## src/rtl/id_ex_stage_reg.sv

```systemverilog
// -----------------------------------------------------------------------------
// id_ex_stage_reg
//
// ID/EX pipeline register. Captures the decoded control bundle and operands
// into EX, inserts a one-cycle bubble on a load-use hazard, holds a multiply
// in EX for MUL_CYCLES cycles while stalling upstream, and kills the held or
// incoming instruction on a branch/jump flush from EX.
//
// Optional feature macro: BUBBLE_COUNT_EN
//   defined   -> BubbleCount is a 16-bit saturating count of bubbles latched
//                because of a load-use hazard or a flush.
//   undefined -> BubbleCount is tied to zero and no counter flops exist.
//
// Parameters
//   MUL_CYCLES    cycles a multiply occupies EX (legal 1..16)
//
// Ports
//   Clk           system clock, rising edge
//   Rst           asynchronous reset, active-high
//   Flush         kill the instruction entering/held in ID/EX
//   In_Ctrl[9:0]  {RegDst,RegWrite,AluSrc,MemWrite,MemRead,Branch,
//                  MemToReg,SignExt,Jump,JumpMux}
//   In_AluOp      ALU operation code
//   In_ReadData1  rs value
//   In_ReadData2  rt value
//   In_Imm        extended immediate
//   In_PCPlus4    PC+4 of the decoding instruction
//   In_Rs/Rt/Rd   register index fields
//   Out_*         registered copies of In_*
//   Stall         hold PC and IF/ID this cycle (combinational)
//   BubbleCount   bubbles inserted (see BUBBLE_COUNT_EN)
// -----------------------------------------------------------------------------
module id_ex_stage_reg #(
  parameter int unsigned MUL_CYCLES = 4
) (
  input  logic        Clk,
  input  logic        Rst,
  input  logic        Flush,
  input  logic [9:0]  In_Ctrl,
  input  logic [3:0]  In_AluOp,
  input  logic [31:0] In_ReadData1,
  input  logic [31:0] In_ReadData2,
  input  logic [31:0] In_Imm,
  input  logic [31:0] In_PCPlus4,
  input  logic [4:0]  In_Rs,
  input  logic [4:0]  In_Rt,
  input  logic [4:0]  In_Rd,
  output logic [9:0]  Out_Ctrl,
  output logic [3:0]  Out_AluOp,
  output logic [31:0] Out_ReadData1,
  output logic [31:0] Out_ReadData2,
  output logic [31:0] Out_Imm,
  output logic [31:0] Out_PCPlus4,
  output logic [4:0]  Out_Rs,
  output logic [4:0]  Out_Rt,
  output logic [4:0]  Out_Rd,
  output logic        Stall,
  output logic [15:0] BubbleCount
);

  // Control-bundle bit positions
  localparam int CTRL_REG_WRITE = 8;
  localparam int CTRL_MEM_READ  = 5;

  localparam logic [3:0] ALUOP_MUL    = 4'b1100;
  localparam logic [3:0] ALUOP_BUBBLE = 4'b0001;

  localparam logic [0:0] ST_RUN      = 1'b0;
  localparam logic [0:0] ST_MUL_WAIT = 1'b1;

  // A single-cycle multiply never enters MUL_WAIT.
  localparam bit         MUL_MULTI    = (MUL_CYCLES > 1);
  localparam logic [3:0] MUL_CNT_INIT = 4'(MUL_CYCLES - 1);

  logic [0:0]  r_state;
  logic [3:0]  r_cnt;

  logic [9:0]  r_ctrl;
  logic [3:0]  r_aluop;
  logic [31:0] r_rd1;
  logic [31:0] r_rd2;
  logic [31:0] r_imm;
  logic [31:0] r_pc4;
  logic [4:0]  r_rs;
  logic [4:0]  r_rt;
  logic [4:0]  r_rd;

  logic w_load_use;
  logic w_in_run;
  logic w_take_bubble;
  logic w_load;

  // Hazard: the instruction now in EX is a load writing a register that the
  // decoding instruction reads. $0 is never a real dependency.
  assign w_load_use = r_ctrl[CTRL_MEM_READ] & r_ctrl[CTRL_REG_WRITE] &
                      (r_rt != 5'd0) &
                      ((r_rt == In_Rs) | (r_rt == In_Rt));

  assign w_in_run = (r_state == ST_RUN);

  // Flush outranks the multiply hold; the load-use check applies only in RUN
  // because a held multiply never reads memory.
  assign w_take_bubble = Flush | (w_in_run & w_load_use);
  assign w_load        = ~w_take_bubble & w_in_run;

  assign Stall = ~Flush & (~w_in_run | w_load_use);

  // Pipeline payload. Anything other than a bubble or a load is a hold.
  // NOTE: clocked state uses non-blocking assignments so every flop samples
  // pre-edge values regardless of block ordering.
  always_ff @(posedge Clk or posedge Rst) begin
    if (Rst) begin
      r_ctrl  <= '0;
      r_aluop <= ALUOP_BUBBLE;
      r_rd1   <= '0;
      r_rd2   <= '0;
      r_imm   <= '0;
      r_pc4   <= '0;
      r_rs    <= '0;
      r_rt    <= '0;
      r_rd    <= '0;
    end else if (w_take_bubble) begin
      r_ctrl  <= '0;
      r_aluop <= ALUOP_BUBBLE;
      r_rd1   <= '0;
      r_rd2   <= '0;
      r_imm   <= '0;
      r_pc4   <= '0;
      r_rs    <= '0;
      r_rt    <= '0;
      r_rd    <= '0;
    end else if (w_load) begin
      r_ctrl  <= In_Ctrl;
      r_aluop <= In_AluOp;
      r_rd1   <= In_ReadData1;
      r_rd2   <= In_ReadData2;
      r_imm   <= In_Imm;
      r_pc4   <= In_PCPlus4;
      r_rs    <= In_Rs;
      r_rt    <= In_Rt;
      r_rd    <= In_Rd;
    end
  end

  // Multiply occupancy. The counter counts down the remaining stall cycles;
  // leaving MUL_WAIT on cnt==1 gives MUL_CYCLES-1 stalled cycles in total.
  always_ff @(posedge Clk or posedge Rst) begin
    if (Rst) begin
      r_state <= ST_RUN;
      r_cnt   <= 4'd0;
    end else if (Flush) begin
      r_state <= ST_RUN;
      r_cnt   <= 4'd0;
    end else if (r_state == ST_MUL_WAIT) begin
      r_cnt <= r_cnt - 4'd1;
      if (r_cnt == 4'd1) begin
        r_state <= ST_RUN;
      end
    end else if (!w_load_use && (In_AluOp == ALUOP_MUL) && MUL_MULTI) begin
      r_state <= ST_MUL_WAIT;
      r_cnt   <= MUL_CNT_INIT;
    end
  end

`ifdef BUBBLE_COUNT_EN
  logic [15:0] r_bubble_cnt;

  always_ff @(posedge Clk or posedge Rst) begin
    if (Rst) begin
      r_bubble_cnt <= 16'd0;
    end else if (w_take_bubble && (r_bubble_cnt != 16'hFFFF)) begin
      r_bubble_cnt <= r_bubble_cnt + 16'd1;
    end
  end

  assign BubbleCount = r_bubble_cnt;
`else
  assign BubbleCount = 16'h0000;
`endif

  assign Out_Ctrl      = r_ctrl;
  assign Out_AluOp     = r_aluop;
  assign Out_ReadData1 = r_rd1;
  assign Out_ReadData2 = r_rd2;
  assign Out_Imm       = r_imm;
  assign Out_PCPlus4   = r_pc4;
  assign Out_Rs        = r_rs;
  assign Out_Rt        = r_rt;
  assign Out_Rd        = r_rd;

endmodule

```

## config.mk

```make
export PLATFORM = sky130hd
export DESIGN_NAME = id_ex_stage_reg
export DESIGN_NICKNAME = d
export VERILOG_FILES = /design/src/rtl/id_ex_stage_reg.sv
export SDC_FILE = /design/constraint.sdc
export NUM_CORES = 1
export LEC_CHECK = 0
export CORE_MARGIN = 10
export CORE_UTILIZATION = 32
export DETAILED_ROUTE_END_ITERATION = 8
export GPL_ROUTABILITY_DRIVEN = 0
export PLACE_DENSITY = 0.62
export SKIP_CTS_REPAIR_TIMING = 1
export SYNTH_ARGS = -nofsm -noshare
export SYNTH_HDL_FRONTEND = slang
export SYNTH_SLANG_ARGS = --single-unit
```

## constraint.sdc

```tcl
create_clock -name Clk -period 13.8 [get_ports Clk]
set_input_delay 2.76 -clock Clk [delete_from_list [all_inputs] [get_ports Clk]]
set_output_delay 2.76 -clock Clk [all_outputs]
set_load 0.05 [all_outputs]
```

==> key figures <==
Route
  – WL per Instance: 20.5 um
  – Remaining antenna violation count: 0
  – Starting DRC count in detailed routing: 522
  – Via count: 6927
  – Vias per cell: 5.06
  – Initial DRT Pass Iterations: 4
  – Residual DRC: 0
  – Final wirelength: 28000 um

Final layout
  – Area delta synth->final: 51.3%
  – Commonest cells after routing, fill and taps aside: 316 x clkdlybuf4s50_1, 160 x dfrtp_1, 157 x o211ai_1, 157 x a21oi_1, 156 x nand2_1
  – Final Util: 0.494
  – Layout cell share with drive strength beyond 1: 0.0456
  – Commonest non-fill, non-tap cell in the layout: clkdlybuf4s50_1
  – Final nets: 1201
  – Final instance area: 0.0113 mm^2

Synth
  – Netlist cell types: 28
  – Yosys warns: 0
  – Mapped Cells: 783
  – Synth top area cells: dfrtp_1 54%, o211ai_1 16%, a21oi_1 11%, nand2_1 7.9%, clkbuf_1 3.1%
  – Ys async rst share: 1.00
  – Post-synth EDFFs: 0
  – Post-synthesis sequential area ratio: 0.545
  – Area leader, netlist: dfrtp_1
  – Synthesized area: 0.00744 mm^2
  – Synth top area share: 0.541
  – Yosys reg bits: 162
  – Synthesized area per cell: 9.50 um^2
  – Most used DFF post-synth: dfrtp_1

Setup path
  – CP Launch Type: primary input
  – Worst Path Arrival: 4.93 ns
  – Crit. Startpoint: In_Rt[2]
  – Worst-case reg-to-reg path depth: 6
  – Crit path max fanout: 2
  – FF-to-FF End: Out_ReadData1[2]
  – Crit path capture: Stall
  – Setup CP Type: in -> out
  – Worst r2r src: Out_Rt[3]
  – Worst setup EP type: primary output
  – Flop-to-flop setup slack: 10.40 ns
  – Critical Path RT: 11.04 ns

Clocking
  – Clock sink count: 162
  – Clock buffer count from CTS: 17
  – Root Driver: clkbuf_16
  – Clock slew at reported path FFs: 0.07 ns
  – CTS max path bufs: 2
  – H-tree depth: 4
  – Clk_lat worst skew: 0.42 ns
  – CTS tree: built

STA
  – Final Hold Viols: 0
  – Min cycle time layout: 7.69 ns
  – # setup viols final: 0
  – Slew margin rel.: 0.275
  – Slew @ Worst Pin: 1.09 ns
  – Max Clk Rate: 130 MHz
  – Max-slew violations: 0
  – Period utilization: 0.558
  – Final setup skew: 0.0191 ns
  – Worst hold slack: 0.516 ns
  – Setup tns final: 0 ns
  – RSZ-0062 raised after global routing: no

GRT
  – Met1 usage: 0.218
  – Vias in the first global route: 6865
  – Largest net degree at the start of global routing: 113
  – First-pass GRT wire length: 41900 um
  – Gr ovfl total: 0
  – Antenna violations before repair: 3
  – Grt met2 use: 0.292
  – Tot GR Track Use: 0.179
  – Grt met3 use: 0.0563
  – Most Crowded Layer GR: met2

Placement
  – Detailed placer's ending HPWL: 18200 um
  – IO Port Bufs: 317
  – Dpl cell area: 0.0106 mm^2

Floorplan
  – Starting Density: 0.327
  – Total die area: 0.0298 mm^2
  – Row count: 55
  – Die height: 172 um
  – Chip width: 172 um
  – Core Area: 0.0228 mm^2
  – # IOs: 334

Pwr
  – VDD IR-drop max: 0.0722 mV
  – Leakage: 4.29 nW
  – Pwr Density: 119 mW/mm^2

Outcome
  – Status: complete, no violations

Worst hold path
  – Hold Path Class: reg -> reg

Flow run
  – Max Cap Violations: 0
[where the power goes]
group / switching, mW / internal (mW)
clock: 0.223 / 0.277
sequential: 0.0195 / 0.504
combinational: 0.199 / 0.113
total: 0.442 / 0.894
[routing by layer]
metal	routed length, um	vias up
li1	-	3280
met1	11500	3370
met2	13800	248
met3	2190	29
met4	520	0
met5	0	-
[stage by stage]
step	setup slack (ns)	std cells	power, mW
finish	6.11	1368	1.34
floorplan	6.67	798	0.717
global placement	6.12	1333	0.846
CTS	6.10	1365	1.36
detailed placement	6.10	1333	0.847
global route	5.98	1367	1.39
[cells in the mapped netlist (3+ instances only)]
library cell / count
clkbuf_1: 61
dfrtp_1: 161
buf_2: 15
nor3_1: 3
a21o_1: 3
o21ai_0: 4
nor2_1: 5
inv_1: 4
nand2_1: 156
a21oi_1: 157
xor2_1: 10
buf_4: 28
o211ai_1: 157
[state kept, by name, summed over array words and instances, names as in the netlist]
name	cells
Out_Imm	32
Out_Rd	5
Out_PCPlus4	32
r_cnt	4
r_state	1
Out_Rs	5
Out_AluOp	4
Out_Ctrl	10
Out_ReadData2	32
Out_Rt	5
Out_ReadData1	32
[worst max-delay path: stages]
cell	delay [ns]
clkdlybuf4s50_1	0.44
xor2_1	0.16
nor3_1	0.28
a22oi_2	0.11
o21ai_0	0.16
nor2b_1	0.15
clkdlybuf4s50_1	0.87
[worst min-delay path by stage]
| stage | end | slack [ns] | cells past startpoint | start |
|---|---|---|---|---|
| floorplan | r_cnt[0] | 0.54 | 2 | r_cnt[0] |
| global placement | Out_ReadData2[15] | 0.51 | 2 | Out_ReadData2[15] |
| detailed placement | Out_Imm[21] | 0.51 | 2 | Out_Imm[21] |
| CTS | Out_Imm[27] | 0.52 | 2 | Out_Imm[27] |
| global route | Out_PCPlus4[23] | 0.54 | 2 | Out_PCPlus4[23] |
| finish | Out_ReadData2[27] | 0.52 | 2 | Out_ReadData2[27] |
[cell families (layout without fill, tap and decap cells)]
kind of cell / Yosys count / in the layout / synth area share
AO/OA/AOI/OAI: 326 / 326 / 0.276
AND/OR/NAND/NOR: 174 / 174 / 0.0925
flip-flops: 162 / 162 / 0.545
buffers and inverters: 108 / 362 / 0.0711
XOR/XNOR: 10 / 10 / 0.0118
adder cells (fa/ha/maj): 2 / 2 / 0.00336
other: 1 / 19 / 0.000504
[layout make-up]
type / instances / area, um^2
inverters: 4 / 22.5
diodes: 3 / 7.51
flip-flops and latches: 162 / 4060
fillers: 2193 / 11500
clock buffers: 17 / 425
clock inverters: 15 / 191
well taps: 313 / 392
multi-input cells: 528 / 2920
repair buffers: 326 / 3240
No activity file was read; power rests on OpenSTA's default activity.
==> RTL change, RTL diff (same settings) <==
Build with the macro `BUBBLE_COUNT_EN` defined.
--- a/src/rtl/id_ex_stage_reg.sv
+++ b/src/rtl/id_ex_stage_reg.sv
@@ -31,4 +31,6 @@
 //   BubbleCount   bubbles inserted (see BUBBLE_COUNT_EN)
 // -----------------------------------------------------------------------------
+`define BUBBLE_COUNT_EN
+
 module id_ex_stage_reg #(
   parameter int unsigned MUL_CYCLES = 4
Check against the original RTL: not equivalent (a bounded check fails within 4 cycles, from zero or initial values and one cycle with Rst high).
==> RTL change against the unedited design <==
- synthesized cell count down 36%
- cell area down 3.5%
- core utilization up 2.6 points
- sequential cell count up 16
- total power up 10%
- routed wire length down 16%
- combinational power up 25%
- critical path type unchanged
- synthesized area down 9.5%
- sequential power up 15%
- setup slack worse by 0.21 ns
- register-to-register slack better by 0.06 ns
- clock power down 5.4%
- sequential share of layout area up 5.0 points
==> RTL change: results (changes against the unedited design) <==
- The flow ran to the end, and the final reports show no timing, DRC or antenna violations.
- Antenna violations before repair: 0 (-3)
- Number of global-route vias before repair: 5,921 (-14%)
- Hold wc startpoint: BubbleCount[8]
- Hold Path Depth: 1 (-1)
- The tightest min-delay check is of the flip-flop to flip-flop type.
- The critical path arrival came to 5.14 ns (+0.21 ns).
- Leakage power of the design: 4.815 nW (+12%)
- The share of cell area taken by muxes after synthesis came to 0.001672 (+0.001672).
* Cell count of the worst reg-to-reg path: 7 (+1)
* Final setup violating endpoints: 0 (unchanged)
* VDD IR max: 0.06717 mV (-6.9%)
* Total routing usage reported by global routing: 0.1690 (-0.01034)
- Slew margin rel.: 0.1562 (-0.1188)
* Reg2reg start: Out_Rt[1]
- The number of different library cells in the post-synthesis netlist is 34 (+21%).
* Setup slack, reg-to-reg: 10.46 ns (+0.06 ns)
- Post-synthesis compound-gate area fraction: 0.2136 (-0.06213)
- The detailed router's first-iteration violation count was 416 (-20%).
- The layout net count was 984 (-18%).
- The worst slack at placement was 5.917 ns (-0.1878 ns).
- Crit Path Max Fanout: 4 (+2)
* Layout cells sized above 1: 0.04808 (+0.002450)
- Global-route wire length before repair: 35,960 um (-14%)
- The xor and xnor area share after synthesis came to 0.03121 (+0.01944).
* Arithmetic-cell share of the synthesized area counting full adders, half adders and majority gates: 0.005573 (+0.002210)
- Vias per Instance: 4.973 (-1.8%)
* Hpwl dp: 17,370 um (-4.6%)
- Drt pass-1 iters: 6 (+2)
- The average detailed-routed wire length per instance was 21.26 um (+3.8%).
- The share of the yosys chip area belonging to registers is 0.6615 (+0.1165).
- The number of antenna diodes was 0 (-3).
- Worst clock skew: 0.01706 ns (-0.002070 ns)
* Hold Path Sink: BubbleCount[8]
* Clock slew at reported path FFs: 0.06 ns
* Number of buffers inserted by port buffering: 333 (+5.0%)
- The commonest cells after synthesis are 177 x sky130_fd_sc_hd__dfrtp_1, 144 x sky130_fd_sc_hd__a22o_1, 33 x sky130_fd_sc_hd__nand2_1.
- The pin count of the biggest net entering global routing was 112 (-0.88%).
- The worst register-to-register path ends at Out_ReadData2[14].
* Dominant cells by area after synthesis: sky130_fd_sc_hd__dfrtp_1 66%, sky130_fd_sc_hd__a22o_1 19%, sky130_fd_sc_hd__nand2_1 1.8%, sky130_fd_sc_hd__xnor2_1 1.6%, sky130_fd_sc_hd__xor2_1 1.6%
RTL change: changes by cell type after synthesis, moves of 8 or more:
cell and delta:
sky130_fd_sc_hd__nand2_1 -123, sky130_fd_sc_hd__nor3_1 +8, sky130_fd_sc_hd__buf_4 -27, sky130_fd_sc_hd__clkbuf_1 -39, sky130_fd_sc_hd__dfrtp_1 +16, sky130_fd_sc_hd__a21oi_1 -141, sky130_fd_sc_hd__xnor2_1 +12, sky130_fd_sc_hd__a22o_1 +144
sky130_fd_sc_hd__o211ai_1 -157
RTL change: critical path, stage by stage:
cell                              delay (ns)
sky130_fd_sc_hd__clkdlybuf4s50_1        0.50
sky130_fd_sc_hd__xnor2_1                0.13
sky130_fd_sc_hd__nand2_1                0.14
sky130_fd_sc_hd__o22ai_1                0.32
sky130_fd_sc_hd__and2_1                 0.29
sky130_fd_sc_hd__nor2_1                 0.06
sky130_fd_sc_hd__nor2_1                 0.10
sky130_fd_sc_hd__clkdlybuf4s50_1        0.86
RTL change: power breakdown:
part	internal, mW	leakage (nW)	switching [mW]
clock network	0.266	0.273	0.206
logic	0.150	2.25	0.241
registers	0.567	2.29	0.0375
RTL change: cell type report:
| type | instances | area [sq um] |
|---|---|---|
| clock buffers | 18 | 429.2 |
| clock inverters | 12 | 133.9 |
| fillers | 1801 | 10030 |
| inverters | 5 | 23.77 |
| multi-input cells | 281 | 2103 |
| flip-flops and latches | 178 | 4456 |
| well taps | 275 | 344.1 |
| repair buffers | 338 | 3371 |
RTL change: through the flow:
| step | util | total power, mW | instances | hold WS, ns | cell area (sq um) |
|---|---|---|---|---|---|
| after floorplan | - | 0.8371 | 502 | 0.4869 | 6735 |
| after global placement | 0.4930 | 1.003 | 1077 | 0.4719 | 10300 |
| after detailed placement | 0.4930 | 1.008 | 1077 | 0.4843 | 10300 |
| after CTS | 0.5199 | 1.487 | 1107 | 0.4965 | 10860 |
| after global routing | 0.5199 | 1.532 | 1107 | 0.5149 | 10860 |
| final | 0.5199 | 1.468 | 1107 | 0.4935 | 10860 |
RTL change: how the worst max path moves through the flow:
stage                         from             end  slack [ns]
after floorplan                Rst  BubbleCount[0]        6.21
after global placement    In_Rs[1]           Stall        5.93
after detailed placement  In_Rs[2]           Stall        5.92
after CTS                 In_Rs[2]           Stall        5.90
after global routing      In_Rs[3]           Stall        5.73
final                     In_Rs[1]           Stall        5.90
RTL change: routing by layer:
metal  global-route usage  share of wire  vias to the layer above
met5                    0              0                        -
met1               0.1985           0.40                     2752
met4              0.04630          0.015                        0
met3              0.06792          0.095                       23
li1                     -              -                     2503
met2               0.2808           0.49                      227
RTL change: cells by family after synthesis:
family	Yosys count
buffers and inverters	43
and+or+nand+nor	79
DFF	178
xor gates and xnor gates	24
muxes	1
AOI/OAI and AO/OA	174
adders and majority gates	3
